==> config.mk <==
export PLATFORM = sky130hd
export DESIGN_NAME = ahb_resp_mux
export DESIGN_NICKNAME = d
export VERILOG_FILES = /design/src/rtl/ahb_mux_pkg.sv /design/src/rtl/ahb_default_slave.sv /design/src/rtl/ahb_resp_mux.sv
export SDC_FILE = /design/constraint.sdc
export NUM_CORES = 1
export LEC_CHECK = 0
export BUFFER_PORTS_ARGS = -buffer_cell sky130_fd_sc_hd__buf_2
export CAP_MARGIN = 30
export CORE_AREA = 2 2 82 84
export CTS_CLUSTER_DIAMETER = 120
export DETAILED_ROUTE_END_ITERATION = 8
export DIE_AREA = 0 0 84 86
export SLEW_MARGIN = 0
export SYNTH_ARGS = -nofsm -noshare
export SYNTH_HDL_FRONTEND = slang
export SYNTH_SLANG_ARGS = --single-unit
==> constraint.sdc <==
create_clock -name hclk -period 3 [get_ports hclk]
set_clock_uncertainty 0.15 [all_clocks]
set_input_delay 0.3 -clock hclk [delete_from_list [all_inputs] [get_ports hclk]]
set_output_delay 0.3 -clock hclk [all_outputs]
set_load 0.005 [all_outputs]
==> src/rtl/ahb_mux_pkg.sv <==
// rtl/ahb_mux_pkg.sv - shared encodings for the AHB slave-to-master response mux
package ahb_mux_pkg;

    localparam int NUM_SLV = 4;

    localparam logic [1:0] HTRANS_IDLE   = 2'd0;
    localparam logic [1:0] HTRANS_BUSY   = 2'd1;
    localparam logic [1:0] HTRANS_NONSEQ = 2'd2;
    localparam logic [1:0] HTRANS_SEQ    = 2'd3;

    localparam logic HRESP_OKAY  = 1'b0;
    localparam logic HRESP_ERROR = 1'b1;

    typedef enum logic [2:0] {
        DSEL_S0   = 3'd0,
        DSEL_S1   = 3'd1,
        DSEL_S2   = 3'd2,
        DSEL_S3   = 3'd3,
        DSEL_DEF  = 3'd4,
        DSEL_NONE = 3'd5
    } dsel_e;

    typedef logic [1:0] ds_state_t;

    localparam ds_state_t DS_IDLE = 2'd0;
    localparam ds_state_t DS_ERR1 = 2'd1;
    localparam ds_state_t DS_ERR2 = 2'd2;

    function automatic dsel_e slave_dsel(input logic [1:0] idx);
        return dsel_e'({1'b0, idx});
    endfunction

endpackage

==> src/rtl/ahb_default_slave.sv <==
// rtl/ahb_default_slave.sv - two-cycle ERROR responder for unmapped active transfers
module ahb_default_slave
    import ahb_mux_pkg::*;
(
    input  logic hclk,
    input  logic hresetn,
    input  logic start,
    input  logic hready,
    output logic hreadyout,
    output logic hresp
);

    ds_state_t state_q, state_d;

    // start only counts on edges where the address phase is actually accepted
    always_comb begin
        state_d = state_q;
        case (state_q)
            DS_IDLE: if (start && hready) state_d = DS_ERR1;
            DS_ERR1: state_d = DS_ERR2;
            DS_ERR2: state_d = (start && hready) ? DS_ERR1 : DS_IDLE;
            default: state_d = DS_IDLE;
        endcase
    end

    always_ff @(posedge hclk) begin
        if (!hresetn) state_q <= DS_IDLE;
        else          state_q <= state_d;
    end

    assign hreadyout = (state_q != DS_ERR1);
    assign hresp     = ((state_q == DS_ERR1) || (state_q == DS_ERR2)) ? HRESP_ERROR : HRESP_OKAY;

endmodule

==> src/rtl/ahb_resp_mux.sv <==
// rtl/ahb_resp_mux.sv - address decode, data-phase select and response mux (AHB_RESP_MUX_DEFSLV_EN enables the default slave)
module ahb_resp_mux
    import ahb_mux_pkg::*;
#(
    parameter int DATA_W  = 32,
    parameter int ADDR_W  = 32,
    parameter int DEC_LSB = 28
) (
    input  logic              hclk,
    input  logic              hresetn,
    input  logic [ADDR_W-1:0] haddr,
    input  logic [1:0]        htrans,
    output logic [3:0]        hsel_s,
    input  logic [DATA_W-1:0] hrdata_s0,
    input  logic [DATA_W-1:0] hrdata_s1,
    input  logic [DATA_W-1:0] hrdata_s2,
    input  logic [DATA_W-1:0] hrdata_s3,
    input  logic [3:0]        hreadyout_s,
    input  logic [3:0]        hresp_s,
    output logic [DATA_W-1:0] hrdata,
    output logic              hready,
    output logic              hresp
);

    logic [3:0] region;
    logic       mapped;
    dsel_e      dsel_q, dsel_d;
    dsel_e      dsel_load;
    logic       unused_ok;

    assign region    = haddr[DEC_LSB+3:DEC_LSB];
    assign mapped    = (region[3:2] == 2'b00);
    assign hsel_s    = mapped ? (4'b0001 << region[1:0]) : 4'b0000;
    assign unused_ok = ^{haddr, htrans};

`ifdef AHB_RESP_MUX_DEFSLV_EN
    logic active;
    logic def_hreadyout;
    logic def_hresp;

    assign active = (htrans == HTRANS_NONSEQ) || (htrans == HTRANS_SEQ);

    ahb_default_slave u_default_slave (
        .hclk      (hclk),
        .hresetn   (hresetn),
        .start     (!mapped && active),
        .hready    (hready),
        .hreadyout (def_hreadyout),
        .hresp     (def_hresp)
    );

    always_comb begin
        dsel_load = DSEL_NONE;
        if (mapped)      dsel_load = slave_dsel(region[1:0]);
        else if (active) dsel_load = DSEL_DEF;
    end
`else
    always_comb begin
        dsel_load = DSEL_NONE;
        if (mapped) dsel_load = slave_dsel(region[1:0]);
    end
`endif

    // the data-phase owner only advances when the current data phase completes
    assign dsel_d = hready ? dsel_load : dsel_q;

    always_ff @(posedge hclk) begin
        if (!hresetn) dsel_q <= DSEL_NONE;
        else          dsel_q <= dsel_d;
    end

    always_comb begin
        hrdata = '0;
        hready = 1'b1;
        hresp  = HRESP_OKAY;
        case (dsel_q)
            DSEL_S0: begin hrdata = hrdata_s0; hready = hreadyout_s[0]; hresp = hresp_s[0]; end
            DSEL_S1: begin hrdata = hrdata_s1; hready = hreadyout_s[1]; hresp = hresp_s[1]; end
            DSEL_S2: begin hrdata = hrdata_s2; hready = hreadyout_s[2]; hresp = hresp_s[2]; end
            DSEL_S3: begin hrdata = hrdata_s3; hready = hreadyout_s[3]; hresp = hresp_s[3]; end
`ifdef AHB_RESP_MUX_DEFSLV_EN
            DSEL_DEF: begin hready = def_hreadyout; hresp = def_hresp; end
`endif
            default: ;
        endcase
    end

endmodule
==> impl_metrics.env <==
export IMPL_final_cells=352
export IMPL_cp_required_ns=2.55
export IMPL_synth_area_um2=1220
export IMPL_end_kind="primary output"
export IMPL_antenna_found_initial=0
export IMPL_dp_worst_setup_slack_ns=0.746
export IMPL_dieArea_um2=7220
export IMPL_critical_path_startpoint="dsel_q[0]$_SDFFE_PN1P_"
export IMPL_ys_seq_elements=3
export IMPL_cts_root_buf="clkbuf_8"
export IMPL_dp_cells=348
export IMPL_h_tree_depth=1
export IMPL_largest_register="dsel_q"
export IMPL_critPathMaxFanout=15
export IMPL_grt_util_all_layers=0.117
export IMPL_clk_path_buf_depth=2
export IMPL_drtIter0Drc=18
export IMPL_relSlewSlack=0.547
export IMPL_antenna_left=0
export IMPL_antennaDiodeCount=0
export IMPL_dpl_hpwl_mm=4.06
export IMPL_num_io_pins=210
export IMPL_setup_viol=0
export IMPL_cts_tree="yes"
export IMPL_first_global_vias=1609
export IMPL_status="completed"
export IMPL_grt_pass1_wl_mm=7.13
export IMPL_ys_async_sr_fraction=0
export IMPL_grt_ovfl_total=0
export IMPL_reg2reg_depth=3
export IMPL_hold_buffers=0
export IMPL_nFillCells=682
export IMPL_core_area_um2=6280
export IMPL_rsz0062_at_grt="no"
export IMPL_drc=0
export IMPL_syn_area_per_cell_um2=12.4
export IMPL_ir_worst_vdd_uv=421
export IMPL_multi_input_area_um2=1080
export IMPL_totalWireLength_mm=4.62
export IMPL_synthFlopType="dfxtp_1"
export IMPL_slew_violations=0
export IMPL_final_area_um2=2220
export IMPL_vias=1566
export IMPL_worst_pin_slew_ns=0.678
export IMPL_start_util=0.195
export IMPL_netlist_top_cells_count="nor2b_1 (34), mux4_2 (30), clkbuf_1 (4)"
export IMPL_max_clock_freq_mhz=415
export IMPL_r2r_slack_ns=1.31
export IMPL_synth_top_cells_by_area="mux4_2 (55%), nor2b_1 (17%), mux4_1 (6.4%)"
export IMPL_setup_ws_ns=0.591
export IMPL_port_buffers=179
export IMPL_power_leakage_uw=0.00116
export IMPL_rows=29
export IMPL_post_cts_resized=0
export IMPL_cp_arrival_ns=1.96
export IMPL_cts_buffers=3
export IMPL_synth_edf_count=0
export IMPL_post_cts_buffers=0
export IMPL_finalSetupTns_ns=0
export IMPL_synth_nets=271
export IMPL_synth_top_area_share=0.552
export IMPL_critPathKind="reg2out"
export IMPL_hp_class="in2reg"
export IMPL_largest_registers="dsel_q x3"
export IMPL_regArea_um2=61.3
export IMPL_routedWlPerCell_um=13.1
export IMPL_yosysWarnings=0
export IMPL_drt_pass1_iterations=4
export IMPL_hold_depth=2
export IMPL_p_per_area_nw_per_um2=170
export IMPL_drv_cap=0
export IMPL_hold_violations=0
export IMPL_place_gp_congestion=0.756
export IMPL_drive_gt1_frac=0.793
export IMPL_vias_per_cell=4.45
export IMPL_reg2reg_from="dsel_q[0]$_SDFFE_PN1P_"
export IMPL_worst_r2r_endpoint="dsel_q[0]$_SDFFE_PN1P_"
export IMPL_finalPower_uw=378
export IMPL_synth_top_cell_by_area="mux4_2"
export IMPL_placed_cell_area_um2=2170
export IMPL_yosysMostFrequentCell="nor2b_1"
export IMPL_syn_to_final_growth_pct=81.0
export IMPL_fin_nets=448
export IMPL_crit_end="hrdata[22]"
export IMPL_synth_seq_area_share=0.0490
export IMPL_clkLatencyLatePin_ns=0.21
export IMPL_grt_max_degree=36
export IMPL_largest_register_ffs=3
export IMPL_final_period_utilization=0.803
export IMPL_synthCells=99
export IMPL_die_w_um=84
export IMPL_critical_path_startpoint_type="flop"
export IMPL_clock_sinks=3
export IMPL_dieHeight_um=86
export IMPL_synthDistinctLibCells=21
export IMPL_post_route_min_period_ns=2.41
export IMPL_clkTransAtPathRegs_ns=0.03
==> logic make-up after synthesis <==
logic type	share of synthesized area
simple gates	0.216
mux	0.641
buf+inv	0.0684
compound gates	0.0255
flops	0.0490
==> worst min-delay path by stage <==
| stage | from | end | slack [ns] |
|---|---|---|---|
| 2_1_floorplan | hresetn | dsel_q[2]$_SDFFE_PN1P_ | 0.23 |
| 3_3_place_gp | hresetn | dsel_q[2]$_SDFFE_PN1P_ | 0.37 |
| 3_5_place_dp | hresetn | dsel_q[2]$_SDFFE_PN1P_ | 0.37 |
| 4_1_cts | hresetn | dsel_q[2]$_SDFFE_PN1P_ | 0.15 |
| 5_1_grt | hresetn | dsel_q[2]$_SDFFE_PN1P_ | 0.18 |
| 6_report | hresetn | dsel_q[2]$_SDFFE_PN1P_ | 0.15 |
==> layout by cell type, fill, tap and decap left out, drive strengths merged <==
cell       n
buf      183
nor4b      1
dfxtp      3
inv        2
a2111oi    1
nor4       2
o21ai      1
o21a       1
and3       2
mux2       1
nand2b     1
nor2       3
o2bb2ai    1
nor2b     34
mux4      33
clkbuf     4
mux2i      2
==> per-layer routing <==
layer / part of all wire / vias to the layer above / track usage
met5: 0 / - / 0
met4: 0 / 0 / 0.00147
met3: 0.085 / 0 / 0.0279
met2: 0.53 / 88 / 0.229
met1: 0.39 / 719 / 0.137
li1: - / 759 / -
==> critical path, cell delays in order (launching register included) <==
cell and delay [ns]:
dfxtp_2 0.60, buf_4 0.34, mux4_2 0.53, nor2b_1 0.14, buf_2 0.13
==> final cells by class <==
class | instances | area share
clock buffer | 4 | 0.0203
timing repair buffer | 183 | 0.418
tap | 77 | 0.0435
multi-input combinational | 83 | 0.488
inverter | 2 | 0.00339
sequential | 3 | 0.0277
==> power breakdown <==
group	internal (µW)	total, µW	switching (µW)	leakage, µW
combinational	151	214	63.3	0.00111
sequential	41.9	49.0	7.08	0.0000241
clock	90.4	115	24.2	0.0000228
==> per-stage QoR <==
stage           util  hold WS, ns
2_1_floorplan      -        0.226
3_3_place_gp   0.346        0.369
3_5_place_dp   0.346        0.368
4_1_cts        0.353        0.149
5_1_grt        0.353        0.176
6_report       0.353        0.153
(Power assumes the default switching activity.)
